===== src/rtl/alu_mul_sequencer_pkg.sv =====
// Shared ALUCtrl codes, FSM state encodings and the MUL trigger predicate
// for the EX-stage multiply sequencer.
package alu_mul_sequencer_pkg;

  localparam logic [3:0] ALU_AND = 4'b0000;
  localparam logic [3:0] ALU_OR  = 4'b0001;
  localparam logic [3:0] ALU_ADD = 4'b0010;
  localparam logic [3:0] ALU_MUL = 4'b0011;
  localparam logic [3:0] ALU_SUB = 4'b0110;
  localparam logic [3:0] ALU_SLT = 4'b0111;
  localparam logic [3:0] ALU_SRA = 4'b1000;
  localparam logic [3:0] ALU_LUI = 4'b1001;

  localparam logic [1:0] ST_IDLE = 2'd0;
  localparam logic [1:0] ST_RUN  = 2'd1;
  localparam logic [1:0] ST_DONE = 2'd2;

  function automatic logic mul_hit(input logic valid, input logic [3:0] ctrl,
                                   input logic [3:0] code, input logic flush);
    return valid & (ctrl == code) & ~flush;
  endfunction

endpackage


===== src/rtl/alu_mul_sequencer_if.sv =====
// EX-stage request/response bundle between the pipeline and the multiply sequencer.
interface alu_mul_sequencer_if #(
  parameter int DATA_W = 32
);
  logic              valid_i;
  logic [3:0]        alu_ctrl_i;
  logic [DATA_W-1:0] src1_i;
  logic [DATA_W-1:0] src2_i;
  logic              flush_i;
  logic              stall_o;
  logic              busy_o;
  logic              done_o;
  logic [DATA_W-1:0] result_o;

  modport master (
    output valid_i, alu_ctrl_i, src1_i, src2_i, flush_i,
    input  stall_o, busy_o, done_o, result_o
  );

  modport slave (
    input  valid_i, alu_ctrl_i, src1_i, src2_i, flush_i,
    output stall_o, busy_o, done_o, result_o
  );
endinterface


===== src/rtl/shift_add_mul_dp.sv =====
// Radix-2 shift-add multiply datapath: multiplicand, multiplier and accumulator
// registers, stepped one multiplier bit per cycle by the sequencer FSM.
module shift_add_mul_dp
  import alu_mul_sequencer_pkg::*;
#(
  parameter int DATA_W = 32
) (
  input  logic              clk_i,
  input  logic              rst_i,
  input  logic              load,
  input  logic              step,
  input  logic [DATA_W-1:0] src1,
  input  logic [DATA_W-1:0] src2,
  output logic [DATA_W-1:0] acc_next
);
  logic [DATA_W-1:0] mcand;
  logic [DATA_W-1:0] mplier;
  logic [DATA_W-1:0] acc;

  // Partial sum for the current multiplier bit; wraps mod 2^DATA_W.
  assign acc_next = mplier[0] ? (acc + mcand) : acc;

  always_ff @(posedge clk_i or negedge rst_i) begin
    if (!rst_i) begin
      mcand  <= '0;
      mplier <= '0;
      acc    <= '0;
    end else if (load) begin
      mcand  <= src1;
      mplier <= src2;
      acc    <= '0;
    end else if (step) begin
      acc    <= acc_next;
      mcand  <= mcand << 1;
      mplier <= mplier >> 1;
    end
  end
endmodule


===== src/rtl/alu_mul_sequencer.sv =====
// Multi-cycle MUL sequencer beside the EX-stage ALU: stalls the pipeline for
// DATA_W+1 cycles, then pulses done with the low DATA_W bits of the product.
module alu_mul_sequencer
  import alu_mul_sequencer_pkg::*;
#(
  parameter int         DATA_W   = 32,
  parameter logic [3:0] MUL_CODE = ALU_MUL
) (
  input  logic                  clk_i,
  input  logic                  rst_i,
  alu_mul_sequencer_if.slave    bus
);
  localparam int                CNT_W    = $clog2(DATA_W);
  localparam logic [CNT_W-1:0]  CNT_LAST = CNT_W'(DATA_W - 1);

  logic [1:0]        state;
  logic [1:0]        state_next;
  logic [CNT_W-1:0]  cnt;
  logic              hit;
  logic              load;
  logic              step;
  logic              last;
  logic              done;
  logic [DATA_W-1:0] acc_next;
  logic [DATA_W-1:0] result;

  assign hit  = mul_hit(bus.valid_i, bus.alu_ctrl_i, MUL_CODE, bus.flush_i);
  assign load = (state == ST_IDLE) & hit;
  assign step = (state == ST_RUN) & ~bus.flush_i;
  assign last = step & (cnt == CNT_LAST);

  shift_add_mul_dp #(.DATA_W(DATA_W)) u_dp (
    .clk_i    (clk_i),
    .rst_i    (rst_i),
    .load     (load),
    .step     (step),
    .src1     (bus.src1_i),
    .src2     (bus.src2_i),
    .acc_next (acc_next)
  );

  // DONE ignores the request inputs: the finished MUL is still sitting in EX.
  always_comb begin
    state_next = state;
    case (state)
      ST_IDLE: if (load) state_next = ST_RUN;
      ST_RUN: begin
        if (bus.flush_i) state_next = ST_IDLE;
        else if (last)   state_next = ST_DONE;
      end
      ST_DONE: state_next = ST_IDLE;
      default: state_next = ST_IDLE;
    endcase
  end

  always_ff @(posedge clk_i or negedge rst_i) begin
    if (!rst_i) begin
      state  <= ST_IDLE;
      cnt    <= '0;
      done   <= 1'b0;
      result <= '0;
    end else begin
      state <= state_next;
      done  <= last;
      if (last) result <= acc_next;
      if (load)                        cnt <= '0;
      else if (step && !last)          cnt <= cnt + 1'b1;
    end
  end

  // Stall is held low during reset even if a MUL is presented.
  assign bus.stall_o  = rst_i & (load | step);
  assign bus.busy_o   = (state != ST_IDLE);
  assign bus.done_o   = done;
  assign bus.result_o = result;
endmodule


===== src/flat_wrapper.sv =====
// flat-port wrapper written by rule: the top's interface ports become plain ports
module alu_mul_sequencer_flat import alu_mul_sequencer_pkg::*;
#(
  parameter int         DATA_W   = 32,
  parameter logic [3:0] MUL_CODE = ALU_MUL
)
  (clk_i, rst_i, bus_valid_i, bus_alu_ctrl_i, bus_src1_i, bus_src2_i, bus_flush_i, bus_stall_o, bus_busy_o, bus_done_o, bus_result_o);
  alu_mul_sequencer_if #(.DATA_W(DATA_W)) bus_i ();
  input  logic clk_i;
  input  logic rst_i;
  input wire logic [$bits(bus_i.valid_i)-1:0] bus_valid_i;
  input wire logic [$bits(bus_i.alu_ctrl_i)-1:0] bus_alu_ctrl_i;
  input wire logic [$bits(bus_i.src1_i)-1:0] bus_src1_i;
  input wire logic [$bits(bus_i.src2_i)-1:0] bus_src2_i;
  input wire logic [$bits(bus_i.flush_i)-1:0] bus_flush_i;
  output wire logic [$bits(bus_i.stall_o)-1:0] bus_stall_o;
  output wire logic [$bits(bus_i.busy_o)-1:0] bus_busy_o;
  output wire logic [$bits(bus_i.done_o)-1:0] bus_done_o;
  output wire logic [$bits(bus_i.result_o)-1:0] bus_result_o;
  assign bus_i.valid_i = bus_valid_i;
  assign bus_i.alu_ctrl_i = bus_alu_ctrl_i;
  assign bus_i.src1_i = bus_src1_i;
  assign bus_i.src2_i = bus_src2_i;
  assign bus_i.flush_i = bus_flush_i;
  assign bus_stall_o = bus_i.stall_o;
  assign bus_busy_o = bus_i.busy_o;
  assign bus_done_o = bus_i.done_o;
  assign bus_result_o = bus_i.result_o;
  alu_mul_sequencer #(.DATA_W(DATA_W), .MUL_CODE(MUL_CODE)) u_core (.clk_i(clk_i), .rst_i(rst_i), .bus(bus_i));
endmodule

===== config.mk =====
export PLATFORM = sky130hd
export DESIGN_NAME = alu_mul_sequencer_flat
export DESIGN_NICKNAME = d
export VERILOG_FILES = /design/src/rtl/alu_mul_sequencer_pkg.sv /design/src/rtl/alu_mul_sequencer_if.sv /design/src/rtl/shift_add_mul_dp.sv /design/src/rtl/alu_mul_sequencer.sv /design/src/flat_wrapper.sv
export SDC_FILE = /design/constraint.sdc
export NUM_CORES = 1
export LEC_CHECK = 0
export BUFFER_PORTS_ARGS = -buffer_cell sky130_fd_sc_hd__buf_2
export CAP_MARGIN = 10
export CORE_UTILIZATION = 30
export CTS_BUF_LIST = sky130_fd_sc_hd__clkbuf_4 sky130_fd_sc_hd__clkbuf_8
export DETAILED_ROUTE_END_ITERATION = 8
export GPL_TIMING_DRIVEN = 0
export SLEW_MARGIN = 20
export SYNTH_ARGS = -nofsm -noshare
export SYNTH_HDL_FRONTEND = slang
export SYNTH_SLANG_ARGS = --single-unit

===== constraint.sdc =====
create_clock -name clk_i -period 6.95 [get_ports clk_i]
set_input_delay 0.3475 -clock clk_i [delete_from_list [all_inputs] [get_ports clk_i]]
set_output_delay 0.3475 -clock clk_i [all_outputs]
set_load 0.01 [all_outputs]

**Word-level counts from Yosys, hierarchy flattened**

Cells that the tools add are included.

- Memories kept: 0
- Memory bits (read-only): 0
- RAM bits: 0
- Word-level logic and storage cells: 42
- Bits in latches: 0
- Register bits: 136

- Add/sub/neg operators: 2
- Magnitude comparators: 0
- Mux-type cells: 13
- Bitwise operators: 8
- Div/mod/pow operators: 0
- Shift operators: 0
- Eq/ne operators: 5
- $mul: 0
- Reductions and logical operators: 7

Operators by type and width:

| kind | count |
|---|---|
| $mux 32 | 7 |
| $add 32x32->32 | 1 |
| $mux 5 | 2 |
| $and 1x1->1 | 6 |
| $mux 2 | 3 |
| $reduce_bool 2->1 | 3 |
| $add 5x1->5 const B | 1 |
| $eq 5x5->1 const B | 1 |
| $eq 4x2->1 const B | 1 |
| $pmux 2 s2 | 1 |
| $ne 3x2->1 const B | 1 |
| $eq 2x1->1 const B | 1 |
| $logic_not 2->1 | 1 |
| $ne 2x1->1 const B | 1 |
| $reduce_and 2->1 | 1 |
| $logic_and 1x1->1 | 1 |
| $logic_not 1->1 | 1 |
| $not 1->1 | 1 |
| $or 1x1->1 | 1 |

**Depth between registers and ports, before layout**

Gate-level depths: netlist of run 1.

- Depth after elaboration: 7
- Gate-level depth with buffers: 10

**Hierarchy**

Synthesis of run 1 repeated with hierarchy kept, for this count alone.

- Cells, all modules: 815
- Area total of the unflattened synthesis: 8,041.5 um^2

Modules (own cells, without submodules):

| module | seq. area each (um^2) | area each (um^2) | instances | cells an instance |
|---|---|---|---|---|
| shift_add_mul_dp | 2,402.3 | 6,412.4 | 1 | 711 |
| alu_mul_sequencer | 1,001.0 | 1,629.1 | 1 | 104 |

**Worst setup path before layout of run 1**

Ideal clock, no wire load.

- Kind: flip-flop to flip-flop
- From: register u_core.u_dp.mcand[0]
- To: register u_core.result[28], in the netlist u_core.bus.result_o[28]
- Arrival time: 2,481 ps
- Buffers on the path: 0
- Cell stages (with the launch flop): 11
- Setup time: 65 ps
- Path slack: 4,403 ps
- Required time: 6,885 ps
- Cell sequence: dfrtp_1 -> ha_1 -> fa_1 -> a21oi_1 -> o211a_1 -> nor3_2 -> o311ai_1 -> a21oi_1 -> a21boi_1 -> mux2_1 -> nand2_1

- Word-level cells in the longest chain between the ends: 2

Ends and longest elaborated chain:

| what | line | source |
|---|---|---|
| start, declared | shift_add_mul_dp.sv:16 | `logic [DATA_W-1:0] mcand;` |
| start signal, assigned | shift_add_mul_dp.sv:29 | `mcand <= src1;` |
| start signal, assigned | shift_add_mul_dp.sv:34 | `mcand <= mcand << 1;` |
| $add 32x32->32 | shift_add_mul_dp.sv:21 | `assign acc_next = mplier[0] ? (acc + mcand) : acc;` |
| $mux 32 | shift_add_mul_dp.sv:21 |  |
| end signal, assigned | alu_mul_sequencer.sv:65 | `if (last) result <= acc_next;` |
| end, declared | alu_mul_sequencer.sv:25 | `logic [DATA_W-1:0] result;` |

No other way between the ends.
A chain may end at the register's enable or synchronous reset.

**Final worst setup path of run 1**

Ends and elaborated chain as after synthesis.

==> results of run 1 <==
-- logic make-up (layout without fill, tap and decap cells) --
| logic type | count (synthesis) | in the layout | synth area share, % |
|---|---|---|---|
| compound gates | 233 | 233 | 20.6 |
| fa+ha+maj | 34 | 34 | 5.79 |
| mux | 27 | 27 | 3.72 |
| flops | 136 | 136 | 45.5 |
| xor+xnor | 31 | 31 | 3.63 |
| buf+inv | 58 | 197 | 3.11 |
| simple gates | 306 | 306 | 17.5 |
-- power by group through the flow --
stage          clock network, µW  logic (µW)  registers, µW
2_1_floorplan                  0         380            996
3_3_place_gp                   0         492           1030
3_5_place_dp                   0         504           1030
4_1_cts                      750         509           1020
5_1_grt                      782         567           1030
6_report                     732         505           1020
-- sequential cells by signal (all words and copies together) (netlist names) --
register             cells
u_core.u_dp.mcand       32
u_core.state             2
u_core.cnt               5
u_core.bus.done_o        1
u_core.u_dp.acc         32
u_core.bus.result_o     32
u_core.u_dp.mplier      32
-- final timing paths --
kind	start	endpoint	slack [ps]
setup reg to reg	u_core.u_dp.mcand[0]$_DFFE_PN0N_	u_core.bus.result_o[28]$_DFFE_PN0P_	3970
hold reg to reg	u_core.bus.result_o[18]$_DFFE_PN0P_	u_core.bus.result_o[18]$_DFFE_PN0P_	480
hold / removal	bus_src1_i[0]	u_core.u_dp.mcand[0]$_DFFE_PN0N_	110
setup / recovery	u_core.u_dp.mcand[0]$_DFFE_PN0N_	u_core.bus.result_o[28]$_DFFE_PN0P_	3970
max in group asynchronous	rst_i	u_core.bus.done_o$_DFF_PN0_	5740
min in group asynchronous	rst_i	u_core.u_dp.mcand[14]$_DFFE_PN0N_	480
-- synthesized netlist by cell type (11+ instances only) --
cell / count
dfrtp_1: 136
nand2_1: 193
a31oi_1: 34
o21ai_0: 38
o21ai_1: 22
a21o_1: 11
a21oi_1: 37
clkbuf_1: 37
nor2_1: 49
ha_1: 33
mux2i_1: 24
a22oi_1: 32
xnor2_1: 19
xor2_1: 12
a22o_1: 20
nand3_1: 17
-- tightest hold or removal path, delay by kind of cell --
kind,cells,cell delay (ps)
buffers and inverters,1,90
AND/OR/NAND/NOR,2,90
-- metrics by stage --
stage	hold WS, ps	util [%]	setup slack [ps]	std cells
final	106	36.4	3970	1288
after floorplan	51.9	-	4400	825
after global routing	72.2	36.4	3770	1288
after detailed placement	377	34.6	4010	1256
after global placement	460	34.5	3270	1255
after CTS	79.3	36.4	3990	1288
-- area by class of cell --
class / count / area [µm²]
fill: 2582 / 15500
multi-input combinational: 631 / 3840
sequential: 136 / 3400
timing repair buffer: 108 / 578
tap: 324 / 405
clock buffer: 19 / 255
buffer: 48 / 195
clock inverter: 12 / 175
inverter: 10 / 37.5
-- layer usage --
metal  GRT usage [%]  part of all wire, %  vias up  wire, µm
li1                -                    -     3182         -
met1            23.4                   50     3113     10500
met2            26.4                   45      143      9510
met3            3.14                  3.7       17       772
met4            4.50                  1.3        0       273
met5               0                    0        -         0
-- timing repair --
item	4_1_cts	5_1_grt
endpoints found under the hold margin	76	0
hold buffers	1	0
setup endpoints to repair	0	0
==> results.ini, run 1 <==
[synthesis]
synth_enable_flop_cells = 0
synth_top_area_cell = dfrtp_1
synth_top_area_share_pct = 45.5
synth-seq-cells = 136
yosysSeqAreaShare_pct = 45.5
syn_area_um2 = 7470
ys_async_sr_fraction_pct = 100
synth.avg_cell_area_um2 = 9.06
ys_types = 68
syn_nets = 931
synth_ff_type = dfrtp_1
synthTopCellsByArea = dfrtp_1 46%, nand2_1 9.7%, ha_1 5.5%
synth_cells = 825
ys.warnings.count = 0

[timing]
fin_crit_sh_pct = 42.8
fmax_mhz = 336
max-slew-margin-rel_pct = 48.0
setup_violations = 0
tightest_slew_ps = 780
fin_skew_ps = 13.3
finalHoldViolations = 0
fin_crit_ps = 2980
tns_ps = 0
slew_violations = 0
rsz0062_at_grt = false

[power_and_ir_drop]
p_leak_uw = 0.00429
powerDensity_nw_per_um2 = 254
power_switching_uw = 720
pwr-share-clk_pct = 32.5
ir_drop_uv = 96.0
finalPower_uw = 2260
pwr-share-comb_pct = 22.4
switching_share_pct = 31.9
pwr-share-seq_pct = 45.2
p_int_uw = 1540

[cts]
cts_setup_buffers = 0
numCtsBuffers = 17
tritoncts = built
htreeDepth = 4
cts_root_buf = clkbuf_8
clock_sinks = 136
clockBufferDepth = 2
cts_resized = 0
clk_pin_slew_ps = 90
clock_latency_ps = 450

[routing]
vias = 6455
antenna_left = 0
drt-total-wl_um = 21100
vias_per_cell = 5.01
avgRoutedWirePerCell_um = 16.3
drc = 0
first_pass_iters = 5
drtIter0Drc = 388

[global_route]
grt_use_total_pct = 16.7
grt_pass1_vias = 6232
antenna_found_initial = 0
grt_pass1_wl_um = 33600
grt_max_degree = 78
overflow = 0

[critical_path]
cp_max_fo = 4
critPathMostFrequentCell = a21oi_1
cp_top_family = compound AO/OA/AOI/OAI gates
slowest_delay_ps = 430
crit_buf_inv = 0
crit_chain = ha_1 > fa_1 > a21oi_1 > o211a_1 > nor3_2 > o311ai_1 > a21oi_1 > a21boi_1 > mux2_1 > nand2_1
critPathRequiredTime_ps = 7340
rr_worst_depth = 10
arrival_ps = 3360
slowest_stage = dfrtp_1
worstSetupPathDepth = 10
start_kind = register
worstSetupEndpointType = register
path_class = register to register

[floorplanning]
io_pins = 107
start_util_pct = 30.6
die_x_um = 160
die_h_um = 160
num_rows = 57
die_area_um2 = 25500
core_um2 = 24400

[finish]
area_growth_pct = 18.9
nNetsFinal = 1058
final_cell_mix = 193 x nand2_1, 136 x dfrtp_1, 107 x buf_2
antennaDiodeCount = 0
final_common_cell = nand2_1
fin_area_um2 = 8890
drive_gt1_share_pct = 16.8

[min_path]
whs_path_depth = 3
hp-class = primary input to register

[placed_design]
dp_hpwl_um = 15300
dpl_cell_area_um2 = 8450
port_buffers = 106
gp_congestion = 0.843

[job]
cap_violations = 0

[run_status]
status = finished clean

No activity file was read; power rests on OpenSTA's default activity.
==> run 2: changes to the inputs <==
--- a/config.mk
+++ b/config.mk
@@ -5,6 +5,7 @@
 export SDC_FILE = /design/constraint.sdc
 export NUM_CORES = 1
 export LEC_CHECK = 0
+export ABC_AREA = 1
 export BUFFER_PORTS_ARGS = -buffer_cell sky130_fd_sc_hd__buf_2
 export CAP_MARGIN = 10
 export CORE_UTILIZATION = 30
==> constraint.sdc (replaced) <==
create_clock -name clk_i -period 3.1 [get_ports clk_i]
set_input_delay 0.155 -clock clk_i [delete_from_list [all_inputs] [get_ports clk_i]]
set_output_delay 0.155 -clock clk_i [all_outputs]
set_load 0.01 [all_outputs]
==> run 2 against run 1 <==
Routed wire length rose by 21%. Final area rose by 18%. Die area rose by 12%. Sequential cell count did not move. Sequential power rose by 150%. Non-clock buffer count rose by 59. Combinational power rose to 6.7 times the previous value. Register-to-register slack got worse by 3300 ps. Synthesized cell count rose by 43%. Worst hold slack improved by 69 ps. Critical endpoint is now u_core.u_dp.acc[20]$_DFFE_PN0N_. Largest power group is now combinational cells.
==> results.ini, run 2 <==
[critical_path]
path_class = register to register  ; unchanged
critPathRequiredTime_ps = 3440  ; was 7340 ps
slowest_stage = fa_1  ; was dfrtp_1
cp_max_fo = 4  ; unchanged
worstSetupEndpointType = register  ; unchanged
critPathMostFrequentCell = nand3_1  ; was a21oi_1
start_kind = register  ; unchanged
slowest_delay_ps = 460  ; was 430 ps
arrival_ps = 2800  ; was 3360 ps
crit_buf_inv = 0  ; unchanged
crit_chain = ha_1 > fa_1 > nand3_1 > nand3_1 > nand3_1 > nand3_1 > nand2_1 > nand2_1 > nand2_1 > nand3_1 > nand3_1 > o21ai_0  ; was ha_1 > fa_1 > a21oi_1 > o211a_1 > nor3_2 > o311ai_1 > a21oi_1 > a21boi_1 > mux2_1 > nand2_1
cp_top_family = simple AND/OR/NAND/NOR gates  ; was compound AO/OA/AOI/OAI gates

[routing]
vias_per_cell = 4.60  ; was 5.01
drc = 0  ; unchanged
antenna_left = 0  ; unchanged
drt-total-wl_um = 25500  ; was 21100 µm
avgRoutedWirePerCell_um = 14.5  ; was 16.3 µm
vias = 8077  ; was 6455
first_pass_iters = 4  ; was 5
drtIter0Drc = 497  ; was 388

[finish]
fin_area_um2 = 10500  ; was 8890 µm²
drive_gt1_share_pct = 14.5  ; was 16.8%
area_growth_pct = 25.6  ; was 18.9%
final_common_cell = nand2_1  ; unchanged
final_cell_mix = 437 x nand2_1, 175 x inv_1, 136 x dfrtp_1  ; was 193 x nand2_1, 136 x dfrtp_1, 107 x buf_2
nFillCells = 2898  ; was 2582
nNetsFinal = 1476  ; was 1058

[cts]
htreeDepth = 4  ; unchanged
clockBufferDepth = 2  ; unchanged
cts_root_buf = clkbuf_8  ; unchanged
clk_pin_slew_ps = 110  ; was 90 ps
cts_setup_buffers = 0  ; unchanged
clock_sinks = 136  ; unchanged
clock_latency_ps = 480  ; was 450 ps
tritoncts = built  ; unchanged
numCtsBuffers = 17  ; unchanged

[power_and_ir_drop]
finalPower_uw = 7640  ; was 2260 µW
powerDensity_nw_per_um2 = 726  ; was 254 nW/µm²
ir_drop_uv = 260  ; was 96.0 µV
p_leak_uw = 0.00576  ; was 0.00429 µW

[global_route]
antenna_found_initial = 0  ; unchanged
grt_pass1_vias = 8023  ; was 6232
overflow = 0  ; unchanged
grt_use_total_pct = 18.9  ; was 16.7%
grt_pass1_wl_um = 42200  ; was 33600 µm
grt_max_degree = 72  ; was 78

[synthesis]
synthTopCellsByArea = dfrtp_1 41%, nand2_1 20%, inv_1 7.8%  ; was dfrtp_1 46%, nand2_1 9.7%, ha_1 5.5%
ys_async_sr_fraction_pct = 100  ; unchanged
synth-seq-cells = 136  ; unchanged
synth_top_area_share_pct = 40.6  ; was 45.5%
synth_top_area_cell = dfrtp_1  ; unchanged
ys_top_cells_by_count = 437 x nand2_1, 175 x inv_1, 136 x dfrtp_1, 88 x nand3_1, 66 x nor2_1  ; was 193 x nand2_1, 136 x dfrtp_1, 49 x nor2_1, 38 x o21ai_0
yosysSeqAreaShare_pct = 40.6  ; was 45.5%
ys_types = 38  ; was 68
yosysMostFrequentCell = nand2_1  ; unchanged
syn_area_um2 = 8370  ; was 7470 µm²
synth_cells = 1179  ; was 825
synth_ff_type = dfrtp_1  ; unchanged
ys.warnings.count = 0  ; unchanged
synth_enable_flop_cells = 0  ; unchanged
syn_nets = 1285  ; was 931
synth.avg_cell_area_um2 = 7.10  ; was 9.06 µm²

[timing]
tightest_slew_ps = 819  ; was 780 ps
fmax_mhz = 407  ; was 336 MHz
tns_ps = 0  ; unchanged
finalHoldViolations = 0  ; unchanged
rsz0062_at_grt = false  ; unchanged
max-slew-margin-rel_pct = 45.4  ; was 48.0%
fin_skew_ps = 18.7  ; was 13.3 ps
slew_violations = 0  ; unchanged
setup_ws_ps = 646  ; was 3970 ps
setup_violations = 0  ; unchanged
fin_crit_sh_pct = 79.2  ; was 42.8%
fin_crit_ps = 2450  ; was 2980 ps

[floorplanning]
io_pins = 107  ; unchanged
die_area_um2 = 28600  ; was 25500 µm²
core_um2 = 27200  ; was 24400 µm²
num_rows = 60  ; was 57
die_x_um = 169  ; was 160 µm
start_util_pct = 30.8  ; was 30.6%
die_h_um = 169  ; was 160 µm

[placed_design]
gp_congestion = 0.899  ; was 0.843
dpl_cell_area_um2 = 9410  ; was 8450 µm²
dp_hpwl_um = 19100  ; was 15300 µm
port_buffers = 106  ; unchanged
post-place-ws_ps = 721  ; was 4010 ps

[job]
cap_violations = 0  ; unchanged

[min_path]
hp-class = primary input to register  ; unchanged

[run_status]
status = finished clean  ; unchanged

[run 2: cell count changes in the layout (fill, tap and decap cells not counted), moves of 13 or more]
cell           delta
nor2_1           +17
buf_2            +13
nand3_1          +71
nand2_1         +244
clkbuf_1         -17
or2_2            +14
a22oi_1          -30
a22o_1           -20
dlygate4sd3_1    +64
inv_1           +165
a21oi_1          -15
o221ai_1         +28
o21ai_1          -21
mux2i_1          -24
[run 2: per-stage QoR]
| stage | hold slack [ps] | utilization [%] | instances |
|---|---|---|---|
| 6_report | 176 | 38.7 | 1756 |
| 3_5_place_dp | 146 | 34.6 | 1658 |
| 3_3_place_gp | 367 | 34.5 | 1657 |
| 5_1_grt | 220 | 38.7 | 1755 |
| 2_1_floorplan | -141 | - | 1179 |
| 4_1_cts | 170 | 38.7 | 1755 |
[run 2: report_power, final]
group	switching (µW)	internal, µW
clock network	892	850
logic	2110	1280
registers	291	2210
total	3300	4340
[run 2: final cells by class]
| cell class | instances | area, µm² | area share, % |
|---|---|---|---|
| Multi-Input combinational cell | 821 | 4090 | 38.9 |
| Tap cell | 372 | 465 | 4.43 |
| Antenna cell | 1 | 2.50 | 0.0238 |
| Clock inverter | 15 | 220 | 2.09 |
| Timing Repair Buffer | 172 | 1220 | 11.6 |
| Clock buffer | 17 | 234 | 2.23 |
| Buffer | 43 | 210 | 2.00 |
| Inverter | 179 | 672 | 6.39 |
| Sequential cell | 136 | 3400 | 32.4 |
[run 2: worst reg2reg max path: stages (launching register included)]
cell     delay [ps]
dfrtp_1         400
ha_1            260
fa_1            470
nand3_1         100
nand3_1         170
nand3_1         120
nand3_1         210
nand2_1         160
nand2_1          70
nand2_1          60
nand3_1         100
nand3_1         120
o21ai_0          90
[run 2: worst paths after layout]
path	from	endpoint	slack, ps	depth (start not counted)
max	u_core.u_dp.mcand[0]$_DFFE_PN0N_	u_core.u_dp.acc[20]$_DFFE_PN0N_	650	12
min	bus_flush_i	u_core.cnt[1]$_DFFE_PN0P_	180	6
max reg2reg	u_core.u_dp.mcand[0]$_DFFE_PN0N_	u_core.u_dp.acc[20]$_DFFE_PN0N_	650	12
min reg2reg	u_core.bus.result_o[20]$_DFFE_PN0P_	u_core.bus.result_o[20]$_DFFE_PN0P_	480	2
max in group asynchronous	rst_i	u_core.u_dp.mcand[14]$_DFFE_PN0N_	2150	3
min in group asynchronous	rst_i	u_core.u_dp.mplier[24]$_DFFE_PN0N_	200	2
[run 2: cells by family after synthesis]
group | synth area share [%]
simple gates | 32.0
buf+inv | 10.5
flops | 40.6
compound gates | 10.1
fa+ha+maj | 5.17
xor+xnor | 1.57
[run 2: routing by layer]
metal	vias up	share of wire, %	global-route usage (%)
met5	-	0	0
met4	0	0.97	4.50
met3	19	4.1	3.39
met2	179	46	31.0
met1	3756	49	25.8
li1	4123	-	-
[run 2: timing repair]
item | CTS | global route
resized for setup | 0 | 0
hold buffers | 65 | 0
endpoints found under the hold margin | 129 | 0
